[src/rtl/vga_driver_if.sv]
// Renderer-facing bus of the VGA driver: beam position out, colour for that position back in.
interface vga_driver_if;
  logic [9:0] x;
  logic [9:0] y;
  logic [3:0] red;
  logic [3:0] green;
  logic [3:0] blue;

  modport master (output x, y, input red, green, blue);
  modport slave  (input x, y, output red, green, blue);
endinterface

[src/rtl/vga_driver.sv]
// VGA timing generator and registered pixel output stage (640x480@60Hz by default).
// The beam counters are published directly; sync, colour and frame strobe follow one dclk later.
module vga_driver #(
  parameter int H_VISIBLE = 640,
  parameter int H_FRONT   = 16,
  parameter int H_SYNC    = 96,
  parameter int H_BACK    = 48,
  parameter int V_VISIBLE = 480,
  parameter int V_FRONT   = 10,
  parameter int V_SYNC    = 2,
  parameter int V_BACK    = 33
) (
  input  logic         dclk,
  input  logic         clr,
  output logic         hsync,
  output logic         vsync,
  output logic [3:0]   red_o,
  output logic [3:0]   green_o,
  output logic [3:0]   blue_o,
  output logic         clk,
  output logic         frame_clk,
  vga_driver_if.master rif
);
  localparam logic [9:0] H_VIS_END  = 10'(H_VISIBLE);
  localparam logic [9:0] H_SYNC_BEG = 10'(H_VISIBLE + H_FRONT);
  localparam logic [9:0] H_SYNC_END = 10'(H_VISIBLE + H_FRONT + H_SYNC - 1);
  localparam logic [9:0] H_LAST     = 10'(H_VISIBLE + H_FRONT + H_SYNC + H_BACK - 1);
  localparam logic [9:0] V_VIS_END  = 10'(V_VISIBLE);
  localparam logic [9:0] V_SYNC_BEG = 10'(V_VISIBLE + V_FRONT);
  localparam logic [9:0] V_SYNC_END = 10'(V_VISIBLE + V_FRONT + V_SYNC - 1);
  localparam logic [9:0] V_LAST     = 10'(V_VISIBLE + V_FRONT + V_SYNC + V_BACK - 1);

  logic [9:0] x_q, x_d;
  logic [9:0] y_q, y_d;
  logic       hsync_q, hsync_d;
  logic       vsync_q, vsync_d;
  logic [3:0] red_q, red_d;
  logic [3:0] green_q, green_d;
  logic [3:0] blue_q, blue_d;
  logic       frame_q, frame_d;
  logic       visible;

  always_comb begin
    x_d = x_q + 10'd1;
    y_d = y_q;
    if (x_q == H_LAST) begin
      x_d = '0;
      y_d = (y_q == V_LAST) ? '0 : y_q + 10'd1;
    end

    // Everything below is decoded from the current counters, so after the
    // register stage the pins all describe the same (x,y).
    visible = (x_q < H_VIS_END) && (y_q < V_VIS_END);
    red_d   = visible ? rif.red   : 4'd0;
    green_d = visible ? rif.green : 4'd0;
    blue_d  = visible ? rif.blue  : 4'd0;
    hsync_d = !((x_q >= H_SYNC_BEG) && (x_q <= H_SYNC_END));
    vsync_d = !((y_q >= V_SYNC_BEG) && (y_q <= V_SYNC_END));
    frame_d = (y_q >= V_VIS_END);
  end

  always_ff @(posedge dclk) begin
    if (clr) begin
      x_q     <= '0;
      y_q     <= '0;
      hsync_q <= 1'b1;
      vsync_q <= 1'b1;
      red_q   <= '0;
      green_q <= '0;
      blue_q  <= '0;
      frame_q <= 1'b0;
    end else begin
      x_q     <= x_d;
      y_q     <= y_d;
      hsync_q <= hsync_d;
      vsync_q <= vsync_d;
      red_q   <= red_d;
      green_q <= green_d;
      blue_q  <= blue_d;
      frame_q <= frame_d;
    end
  end

  assign rif.x     = x_q;
  assign rif.y     = y_q;
  assign hsync     = hsync_q;
  assign vsync     = vsync_q;
  assign red_o     = red_q;
  assign green_o   = green_q;
  assign blue_o    = blue_q;
  assign frame_clk = frame_q;
  assign clk       = dclk;
endmodule

[src/flat_wrapper.sv]
// flat-port wrapper written by rule: the top's interface ports become plain ports
module vga_driver_flat 
#(
  parameter int H_VISIBLE = 640,
  parameter int H_FRONT   = 16,
  parameter int H_SYNC    = 96,
  parameter int H_BACK    = 48,
  parameter int V_VISIBLE = 480,
  parameter int V_FRONT   = 10,
  parameter int V_SYNC    = 2,
  parameter int V_BACK    = 33
)
  (dclk, clr, hsync, vsync, red_o, green_o, blue_o, clk, frame_clk, rif_x, rif_y, rif_red, rif_green, rif_blue);
  vga_driver_if rif_i ();
  input  logic dclk;
  input  logic clr;
  output logic hsync;
  output logic vsync;
  output logic [3:0] red_o;
  output logic [3:0] green_o;
  output logic [3:0] blue_o;
  output logic clk;
  output logic frame_clk;
  output wire logic [$bits(rif_i.x)-1:0] rif_x;
  output wire logic [$bits(rif_i.y)-1:0] rif_y;
  input wire logic [$bits(rif_i.red)-1:0] rif_red;
  input wire logic [$bits(rif_i.green)-1:0] rif_green;
  input wire logic [$bits(rif_i.blue)-1:0] rif_blue;
  assign rif_x = rif_i.x;
  assign rif_y = rif_i.y;
  assign rif_i.red = rif_red;
  assign rif_i.green = rif_green;
  assign rif_i.blue = rif_blue;
  vga_driver #(.H_VISIBLE(H_VISIBLE), .H_FRONT(H_FRONT), .H_SYNC(H_SYNC), .H_BACK(H_BACK), .V_VISIBLE(V_VISIBLE), .V_FRONT(V_FRONT), .V_SYNC(V_SYNC), .V_BACK(V_BACK)) u_core (.dclk(dclk), .clr(clr), .hsync(hsync), .vsync(vsync), .red_o(red_o), .green_o(green_o), .blue_o(blue_o), .clk(clk), .frame_clk(frame_clk), .rif(rif_i));
endmodule
[config.mk]
export PLATFORM = sky130hd
export DESIGN_NAME = vga_driver_flat
export DESIGN_NICKNAME = d
export VERILOG_FILES = /design/src/rtl/vga_driver_if.sv /design/src/rtl/vga_driver.sv /design/src/flat_wrapper.sv
export SDC_FILE = /design/constraint.sdc
export NUM_CORES = 1
export LEC_CHECK = 0
export BUFFER_PORTS_ARGS = -buffer_cell sky130_fd_sc_hd__buf_2
export CAP_MARGIN = 0
export CELL_PAD_IN_SITES_DETAIL_PLACEMENT = 1
export CELL_PAD_IN_SITES_GLOBAL_PLACEMENT = 1
export CORE_MARGIN = 10
export CORE_UTILIZATION = 39
export CTS_CLUSTER_DIAMETER = 100
export DETAILED_ROUTE_END_ITERATION = 7
export PLACE_DENSITY_LB_ADDON = 0.1
export SLEW_MARGIN = 20
export SYNTH_ARGS = -nofsm -noshare
export SYNTH_HDL_FRONTEND = slang
export SYNTH_SLANG_ARGS = --single-unit
[constraint.sdc]
create_clock -name dclk -period 4.6 [get_ports dclk]
set_input_delay 0.92 -clock dclk [delete_from_list [all_inputs] [get_ports dclk]]
set_output_delay 0.92 -clock dclk [all_outputs]
set_load 0.01 [all_outputs]
==> run metrics <==
status finished, final reports clean; Worst EP required 3.68 ns; area grow syn2layout 29.9%; RSZ-0062 raised after global routing no; first-pass GRT wire length 6380 um; dpl ws 1.27 ns; fin worst setup slack 1.02 ns; Worst Hold Launch u_core.rif.y[8]; Die W 81.3 um; asr flop ratio synth 0%; CTS Hold Bufs 0; Die H 81.3 um; setup TNS 0 ns; Psw 157 uW; antenna cell count 0; core footprint 3660 um^2; routed vias/inst 5.24; vias in the first global route 1378; FP Rows 22; Post-DP HPWL 2950 um; postcts setup bufs 0; Routed Antenna Nets 0; initial antenna violation count 0; synth warn 0; endpoints failing setup 0; Seq pwr share 42.0%; Worst Tran Pin Value 0.721 ns; final hold violation count 0; FF-to-FF path depth 4; final design utilization 52.1%; Max VDD drop 0.230 mV; worst hold path cell count 2; R2R Path End u_core.rif.y[1]; GR Overflow Total 0; post-DR wirelength/cell 15.8 um; CTS resizes 0; clock network power share 53.3%; die area 6610 um^2; hold_ws 0.529 ns; Cell Pwr Density 402 nW/um^2; Post-Place Cell Area 1730 um^2; Top FF cell, synth dfxtp_1; switch share 20.5%; slew margin rel. 51.6%; Synth Cell Area 1470 um^2; layout cell share with drive strength beyond 1 31.4%; RD Place Congestion 0.750; Layout Skew 0.00485 ns; Yosys reg bits 35; largest net degree at the start of global routing 23; Port-buffer cells 49; Synth cell types 38; Lkg Pwr 0.823 nW; DRC errors left 0; critical path class clock port to output pin; CTS tree done; Inst Count DP 244; nature of the critical path startpoint clock port; Internal Pwr Total 608 uW; CP arrival 2.66 ns; syn_area_per_cell 9.40 um^2; starting density of the core 40.1%; final WL 4020 um; CP max FO 2; Synthesized Nets 174; Crit. End Element output pin; number of synthesized flops with an enable pin 0; Final Cell Area 1910 um^2; GRT Overall Usage 12.6%; Hold Path Sink u_core.rif.y[8]; total power 765 uW; net count reported at finish 224; max cap viols 0; IO Pins 50; cells after synthesis 156; via count 1336; worst hold path class register to register; clk_lat worst skew 0.39 ns; Gate power share 4.8%; initial DRC count 17; Slew Limit Fails 0; drt pass-1 iters 4; FF-to-FF Start u_core.rif.x[4]; sequential area share after synthesis 47.8%; flop-to-flop setup slack 2.62 ns; Finished Layout Cells 255; Clock Pin Slew Worst Setup and Hold Paths 0.07 ns
[sequential cells by signal, indices dropped and copies added (netlist names)]
signal and cells:
u_core.rif.x 10, u_core.rif.y 10, u_core.blue_o 4, u_core.green_o 4, u_core.red_o 4, u_core.frame_clk 1, u_core.hsync 1, u_core.vsync 1
[metal layers]
metal	global-route usage, %	part of all wire (%)
met1	12.2	39
met2	21.3	53
met3	4.97	5.1
met4	9.34	2.0
met5	0	0
[power groups by stage]
stage,Combinational (mW),Clock (mW),Sequential [mW]
2_1_floorplan,0.0176,0.0179,0.329
3_3_place_gp,0.0360,0.0131,0.327
3_5_place_dp,0.0378,0.0131,0.328
4_1_cts,0.0379,0.420,0.321
5_1_grt,0.0407,0.436,0.323
6_report,0.0366,0.407,0.321
[how the worst max path moves through the flow]
stage,startpoint,end,slack (ns),cells past startpoint
after floorplan,dclk,clk,1.26,1
after global placement,dclk,clk,1.27,1
after detailed placement,dclk,clk,1.27,1
after CTS,dclk,clk,1.02,3
after global routing,dclk,clk,1.01,3
final,dclk,clk,1.02,3
[layout make-up]
cell class | instances | area (um^2)
fill | 438 | 1760
inverter | 5 | 18.8
timing repair buffer | 48 | 240
multi-input combinational | 107 | 707
clock inverter | 2 | 60.1
tap | 48 | 60.1
sequential | 35 | 701
clock buffer | 10 | 119
[worst max-delay path, cell delays in order]
cell	delay [ns]
clkbuf_8	0.11
clkbuf_8	0.12
buf_2	0.13
[placed cells by master (no fill, tap or decap), types with 3 or more instances in the layout]
| master | instances |
|---|---|
| inv_1 | 5 |
| a21oi_1 | 9 |
| o21ai_0 | 3 |
| nor3_1 | 9 |
| nor2_1 | 9 |
| clkbuf_8 | 8 |
| and2_1 | 14 |
| dfxtp_1 | 35 |
| and3_1 | 3 |
| buf_2 | 49 |
| xor2_1 | 6 |
| nand2_1 | 6 |
| ha_1 | 4 |
| nand4_1 | 7 |
| nand3_1 | 12 |
[cell families (layout without fill, tap and decap cells)]
group | after synthesis | count (layout) | synth area share [%]
AOI/OAI and AO/OA | 17 | 17 | 6.74
xor gates and xnor gates | 8 | 8 | 4.78
adders and majority gates | 4 | 4 | 3.41
buffers and inverters | 14 | 65 | 4.01
DFF | 35 | 35 | 47.8
and+or+nand+nor | 78 | 78 | 33.3
[Yosys cell counts, types with 3 or more instances]
cell type	number	area share, %
nand4_1	7	3.0
dfxtp_1	35	48
clkbuf_1	5	1.3
ha_1	4	3.4
inv_1	5	1.3
and3_1	3	1.3
and2_1	14	6.0
o21ai_0	3	1.0
nor3_1	9	3.1
a21oi_1	9	3.1
nand2_1	6	1.5
xor2_1	6	3.6
nor2_1	9	2.3
nand3_1	12	4.1
No activity file was read; power rests on OpenSTA's default activity.
